### src/rtl/freq_meas_multi.sv
`default_nettype none
// +--------------------------------------------------------------------------+
// | freq_meas_multi: N-channel reciprocal frequency meter, one shared divider |
// | Option macro FREQ_MEAS_FRAC_EN: result in fixed point, FRAC_W frac bits.  |
// | Rev 1.0                                                                   |
// +--------------------------------------------------------------------------+
module freq_meas_multi #(
  parameter int          N_CH          = 4,
  parameter int unsigned F_CLK_HZ      = 50_000_000,
  parameter int          GATE_CYCLES   = 50_000_000,
  parameter int          PERIOD_CYCLES = 75_000_000,
  parameter int          CNT_W         = 27,
  parameter int          FREQ_W        = 32,
  parameter int          FRAC_W        = 8,
  localparam int         CH_W          = (N_CH > 1) ? $clog2(N_CH) : 1
) (
  input  logic              sys_clk,
  input  logic              sys_rst,
  input  logic [N_CH-1:0]   test_sig,
  output logic              freq_valid,
  output logic [CH_W-1:0]   freq_ch,
  output logic [FREQ_W-1:0] freq_data,
  output logic              freq_err
);

`ifdef FREQ_MEAS_FRAC_EN
  localparam int SHIFT = FRAC_W;
`else
  localparam int SHIFT = 0 * FRAC_W;  // integer Hz: fractional width has no effect
`endif
  localparam int DIV_ITERS = CNT_W + 32 + SHIFT;
  localparam int NUM_W     = DIV_ITERS;
  localparam int IT_W      = $clog2(DIV_ITERS + 1);
  localparam int PER_W     = (PERIOD_CYCLES > 1) ? $clog2(PERIOD_CYCLES) : 1;

  typedef enum logic [2:0] {
    CH_IDLE  = 3'd0,
    CH_ARMED = 3'd1,
    CH_COUNT = 3'd2,
    CH_DRAIN = 3'd3,
    CH_DONE  = 3'd4
  } ch_state_t;

  typedef enum logic [1:0] {
    DV_IDLE = 2'd0,
    DV_RUN  = 2'd1,
    DV_FIN  = 2'd2
  } div_state_t;

  // Period counter and gate
  logic [PER_W-1:0] cnt;
  logic             last;
  logic             gate;

  assign last = (cnt == PER_W'(PERIOD_CYCLES - 1));
  assign gate = (cnt < PER_W'(GATE_CYCLES));

  always_ff @(posedge sys_clk) begin
    if (sys_rst) cnt <= '0;
    else         cnt <= last ? '0 : cnt + 1'b1;
  end

  // Two-flop synchroniser plus a third flop for rising-edge detection
  logic [N_CH-1:0] s1, s2, s3, rise;

  always_ff @(posedge sys_clk) begin
    if (sys_rst) begin
      s1 <= '0;
      s2 <= '0;
      s3 <= '0;
    end else begin
      s1 <= test_sig;
      s2 <= s1;
      s3 <= s2;
    end
  end

  assign rise = s2 & ~s3;

  logic [CNT_W-1:0] snap_x_all  [N_CH];
  logic [CNT_W-1:0] snap_y_all  [N_CH];
  logic             snap_ok_all [N_CH];

  for (genvar i = 0; i < N_CH; i++) begin : g_ch
    ch_state_t        state, nxt;
    logic [CNT_W-1:0] x, y, snap_x, snap_y;
    logic             ovf, snap_ok;

    always_ff @(posedge sys_clk) begin
      if (sys_rst) state <= CH_IDLE;
      else         state <= nxt;
    end

    always_comb begin
      nxt = state;
      if (last) begin
        nxt = CH_IDLE;
      end else begin
        case (state)
          CH_IDLE:  if (cnt == '0) nxt = CH_ARMED;
          CH_ARMED: if (rise[i])   nxt = CH_COUNT;
          CH_COUNT: if (!gate)     nxt = CH_DRAIN;
          CH_DRAIN: if (rise[i])   nxt = CH_DONE;
          CH_DONE:  nxt = CH_DONE;
          default:  nxt = CH_IDLE;
        endcase
      end
    end

    // An edge in COUNT at the gate fall is counted; only DRAIN edges close
    always_ff @(posedge sys_clk) begin
      if (sys_rst) begin
        x       <= '0;
        y       <= '0;
        ovf     <= 1'b0;
        snap_x  <= '0;
        snap_y  <= '0;
        snap_ok <= 1'b0;
      end else begin
        if (state == CH_ARMED && rise[i]) begin
          x   <= '0;
          y   <= '0;
          ovf <= 1'b0;
        end else if (state == CH_COUNT || state == CH_DRAIN) begin
          if (y == '1) ovf <= 1'b1;
          else         y   <= y + 1'b1;
          if (rise[i]) begin
            if (x == '1) ovf <= 1'b1;
            else         x   <= x + 1'b1;
          end
        end
        if (last) begin
          snap_x  <= x;
          snap_y  <= y;
          snap_ok <= (state == CH_DONE) && !ovf && (y != '0);
        end
      end
    end

    assign snap_x_all[i]  = snap_x;
    assign snap_y_all[i]  = snap_y;
    assign snap_ok_all[i] = snap_ok;
  end

  // Lowest-index pending channel wins the divider
  logic [N_CH-1:0] pending;
  logic            sel_found;
  logic [CH_W-1:0] sel_idx;

  always_comb begin
    sel_found = 1'b0;
    sel_idx   = '0;
    for (int i = N_CH - 1; i >= 0; i--) begin
      if (pending[i]) begin
        sel_found = 1'b1;
        sel_idx   = CH_W'(i);
      end
    end
  end

  logic [CNT_W-1:0] sel_x, sel_y;
  logic             sel_ok;

  assign sel_x  = snap_x_all[sel_idx];
  assign sel_y  = snap_y_all[sel_idx];
  assign sel_ok = snap_ok_all[sel_idx];

  div_state_t       div_state, div_next;
  logic [NUM_W-1:0] num, quo;
  logic [CNT_W-1:0] den, rem, rem_next;
  logic [CNT_W:0]   rem_sh;
  logic             rem_ge;
  logic [IT_W-1:0]  it_cnt;
  logic [CH_W-1:0]  cur_ch;

  assign rem_sh   = {rem, num[NUM_W-1]};
  assign rem_ge   = (rem_sh >= {1'b0, den});
  assign rem_next = rem_ge ? CNT_W'(rem_sh - {1'b0, den}) : rem_sh[CNT_W-1:0];

  always_ff @(posedge sys_clk) begin
    if (sys_rst) div_state <= DV_IDLE;
    else         div_state <= div_next;
  end

  always_comb begin
    div_next = div_state;
    case (div_state)
      DV_IDLE: if (sel_found && sel_ok) div_next = DV_RUN;
      DV_RUN:  if (it_cnt == '0)        div_next = DV_FIN;
      DV_FIN:  div_next = DV_IDLE;
      default: div_next = DV_IDLE;
    endcase
  end

  always_ff @(posedge sys_clk) begin
    if (sys_rst) begin
      pending    <= '0;
      num        <= '0;
      quo        <= '0;
      den        <= '0;
      rem        <= '0;
      it_cnt     <= '0;
      cur_ch     <= '0;
      freq_valid <= 1'b0;
      freq_ch    <= '0;
      freq_data  <= '0;
      freq_err   <= 1'b0;
    end else begin
      freq_valid <= 1'b0;
      if (last)
        pending <= '1;
      else if (div_state == DV_IDLE && sel_found)
        pending[sel_idx] <= 1'b0;

      case (div_state)
        DV_IDLE: begin
          if (sel_found) begin
            cur_ch <= sel_idx;
            if (!sel_ok) begin
              freq_valid <= 1'b1;
              freq_ch    <= sel_idx;
              freq_data  <= '0;
              freq_err   <= 1'b1;
            end else begin
              num    <= (NUM_W'(sel_x) * NUM_W'(F_CLK_HZ)) << SHIFT;
              den    <= sel_y;
              rem    <= '0;
              quo    <= '0;
              it_cnt <= IT_W'(DIV_ITERS - 1);
            end
          end
        end
        DV_RUN: begin
          rem    <= rem_next;
          quo    <= {quo[NUM_W-2:0], rem_ge};
          num    <= num << 1;
          it_cnt <= it_cnt - 1'b1;
        end
        DV_FIN: begin
          freq_valid <= 1'b1;
          freq_ch    <= cur_ch;
          if ((quo >> FREQ_W) != '0) begin
            freq_data <= '1;
            freq_err  <= 1'b1;
          end else begin
            freq_data <= FREQ_W'(quo);
            freq_err  <= 1'b0;
          end
        end
        default: ;
      endcase
    end
  end

endmodule
`default_nettype wire

### config.mk
export PLATFORM = sky130hd
export DESIGN_NAME = freq_meas_multi
export DESIGN_NICKNAME = d
export VERILOG_FILES = /design/src/rtl/freq_meas_multi.sv
export SDC_FILE = /design/constraint.sdc
export NUM_CORES = 2
export LEC_CHECK = 0
export ABC_AREA = 1
export ABC_CLOCK_PERIOD_IN_PS = 6100
export BUFFER_PORTS_ARGS = -buffer_cell sky130_fd_sc_hd__clkbuf_2
export CORE_UTILIZATION = 45
export DETAILED_ROUTE_END_ITERATION = 16
export REMOVE_ABC_BUFFERS = 1
export SETUP_SLACK_MARGIN = 0.4
export SLEW_MARGIN = 30
export SYNTH_ARGS = -nofsm -noshare
export SYNTH_HDL_FRONTEND = slang
export SYNTH_SLANG_ARGS = --single-unit
### constraint.sdc
create_clock -name sys_clk -period 6.1 [get_ports sys_clk]
set_input_delay 0.61 -clock sys_clk [delete_from_list [all_inputs] [get_ports sys_clk]]
set_output_delay 0.61 -clock sys_clk [all_outputs]
set_load 0.05 [all_outputs]
==> flow_metrics.env <==
export IMPL_cp_required_ps=6600
export IMPL_post_dp_cell_area_um2=47100
export IMPL_avgSynthCellArea_um2=7.21
export IMPL_vias_per_cell=5.24
export IMPL_fin_skew_ps=30.4
export IMPL_pin_count=42
export IMPL_clkPwrFrac_pct=48.5
export IMPL_crit_fanout=6
export IMPL_ys_ff_latch=706
export IMPL_initial_core_util_pct=45.6
export IMPL_grt_pass1_vias=39000
export IMPL_die_w_um=316
export IMPL_sw_frac_of_total_pct=25.6
export IMPL_syn_inst=6145
export IMPL_hp_class="input port to flip-flop"
export IMPL_port_buffers=41
export IMPL_final_common_cell="nand2_1"
export IMPL_root_buffer="clkbuf_16"
export IMPL_stdcell_area_um2=52700
export IMPL_hpwl_um=94800
export IMPL_drive_above_1_share_pct=15.5
export IMPL_end_kind="flip-flop"
export IMPL_path_class="flip-flop to flip-flop"
export IMPL_gp_congestion=0.926
export IMPL_cts_made_buffers=81
export IMPL_pwr_share_comb_pct=6.6
export IMPL_cap_violations=0
export IMPL_grt_max_degree=98
export IMPL_track_usage_pct=25.9
export IMPL_synthArstFlopShare_pct=0
export IMPL_die_area_um2=99800
export IMPL_slowest_stage="fa_2"
export IMPL_synth_cell_types=62
export IMPL_ir_drop_mv=0.209
export IMPL_cp_start_kind="flip-flop"
export IMPL_ys_seq_area_share_pct=31.9
export IMPL_antenna_found_initial=0
export IMPL_yosysWarnings=0
export IMPL_core_um2=97100
export IMPL_post_route_period_util_pct=99.4
export IMPL_synthFlopType="dfxtp_1"
export IMPL_pwr_density_cell_nw_per_um2=200
export IMPL_drt_iter0_drc=2844
export IMPL_cts_htree_levels=3
export IMPL_power_total_w=0.0105
export IMPL_syn_area_um2=44300
export IMPL_cp_data_arrival_time_ps=6570
export IMPL_intPower_w=0.00782
export IMPL_cts_tree="built"
export IMPL_rsz0062_at_grt="true"
export IMPL_synth_edff_count=0
export IMPL_hold_violations=0
export IMPL_fp_dieH_um=316
export IMPL_cts_sinks=706
export IMPL_period_needed_ps=6060
export IMPL_drt_pass1_iter_count=6
export IMPL_seq_power_share_pct=44.9
export IMPL_outcome="finished, final reports clean"
export IMPL_wire_per_inst_um=16.7
export IMPL_ant_nets=0
export IMPL_routed_wl_um=129000
export IMPL_p_leak_nw=23.0
export IMPL_area_growth_pct=18.8
export IMPL_max_freq_mhz=165
export IMPL_overflow=0
export IMPL_p_sw_w=0.00269
export IMPL_drc=0
export IMPL_antenna_cells=0
export IMPL_timing_hold_ws_ps=135
export IMPL_cts_clk_slew_worst_paths_ps=60
export IMPL_vias=40400
export IMPL_num_nets_final=6814
export IMPL_rows=114
export IMPL_fillCellCount=9303
export IMPL_clock_latency_ps=670
export IMPL_finalMaxSlewViolations=0
export IMPL_setup_violations=0
export IMPL_final_cell_mix="1,170 x nand2_1, 1,040 x inv_1, 703 x dfxtp_1"
export IMPL_slew_headroom_pct=31.0
export IMPL_worst_slew_pin_slew_ps=1030
export IMPL_grt_pass1_wl_um=209000
export IMPL_clock_tree_buffer_depth=3
export IMPL_critical_path_max_stage_delay_ps=550
[flip-flops by register name, indices dropped and copies added (netlist names), 6 cells and up]
register / cells
g_ch.x: 108
num: 52
g_ch.snap_x: 108
den: 27
quo: 59
g_ch.state: 12
g_ch.snap_y: 108
g_ch.y: 108
it_cnt: 6
cnt: 27
rem: 27
freq_data: 32
[power groups by stage]
stage	clock network (W)	registers, W	logic [W]
after global placement	0	0.00482	0.000677
final	0.00510	0.00472	0.000693
after global routing	0.00537	0.00473	0.000778
after CTS	0.00521	0.00472	0.000686
after detailed placement	0	0.00482	0.000680
after floorplan	0	0.00481	0.000447
[synthesized netlist by cell type (4+ instances only)]
cell,number,area [um^2]
nand2_2,13,81.3
clkbuf_1,114,428
a21oi_2,5,43.8
a21oi_1,444,2220
nor4_1,49,307
inv_1,1098,4120
o211ai_1,4,30.0
buf_2,59,295
a31o_2,7,61.3
nand4_1,141,882
inv_4,4,25.0
buf_4,14,105
o21ai_1,65,325
o21ai_0,368,1840
xor2_1,93,815
nor3_1,130,651
nor2_2,17,106
and3_1,6,37.5
buf_1,11,41.3
dfxtp_1,706,14100
o221ai_1,31,272
buf_6,20,225
inv_2,24,90.1
nor3_2,10,100
nand3_1,332,1660
nand2_1,1281,4810
o31ai_1,6,45.0
fa_1,218,4360
or2_2,9,56.3
a22o_1,4,35.0
nor3b_1,14,105
o22ai_2,6,75.1
nor2_1,386,1450
o21bai_1,7,52.6
nor2_4,5,56.3
xnor2_1,25,219
nand3b_1,7,52.6
o22ai_1,148,926
a21o_1,7,52.6
ha_1,220,2750
[kinds of logic (layout without fill, tap and decap cells)]
logic type | after synthesis | count (layout) | synth area share [%]
and+or+nand+nor | 2417 | 2420 | 23.8
DFF | 706 | 706 | 31.9
adders and majority gates | 438 | 438 | 16.1
buffers and inverters | 1347 | 1634 | 12.1
AOI/OAI and AO/OA | 1117 | 1117 | 13.9
xor gates and xnor gates | 119 | 119 | 2.37
muxes | 1 | 1 | 0.0226
[cell type report]
class	instances	area, um^2	area share, %
clock inverters	43	553	1.05
well taps	1276	1600	3.03
inverters	1128	4270	8.10
clock buffers	105	2200	4.17
flip-flops and latches	706	14100	26.8
multi-input cells	4095	27100	51.4
repair buffers	358	2850	5.40
[timing repair]
| action | 4_1_cts | 5_1_grt |
|---|---|---|
| gates cloned | 4 | 1 |
| setup buffers | 41 | 18 |
| setup endpoints to repair | 34 | 35 |
| resized for setup | 362 | 210 |
| pin swaps | 132 | 174 |
| hold buffers | 0 | 0 |
[per-stage QoR]
step	instances	TNS, ps	worst slack, ps	utilization [%]
finish	7711	0	37.1	54.2
global route	7711	-3820	-217	54.2
CTS	7692	0	88.8	53.3
detailed placement	7499	-8920	-387	48.4
global placement	7499	-7380	-330	48.4
floorplan	5926	-510460	-2500	-
[critical path, delay by kind of cell (launching register included)]
family / cells / cell delay (ps)
flops: 1 / 330
xor+xnor: 1 / 170
compound gates: 2 / 130
buf+inv: 10 / 1030
fa+ha+maj: 6 / 2820
simple gates: 13 / 1400
[routing by layer]
layer / global-route usage [%] / wire length (um)
met4: 7.03 / 3340
met5: 0 / 0
met2: 43.6 / 60800
met3: 2.62 / 4990
met1: 35.4 / 59600
[final timing paths]
| check | start | endpoint | slack (ps) | depth (start not counted) |
|---|---|---|---|---|
| worst min-delay path | test_sig[1] | s1[1] | 140 | 3 |
| worst max-delay path | pending[2] | num[38] | 40 | 32 |
| worst min register to register | s1[2] | s2[2] | 410 | 2 |
| worst max register to register | pending[2] | num[38] | 40 | 32 |
Power figures use the tool's default switching activity.
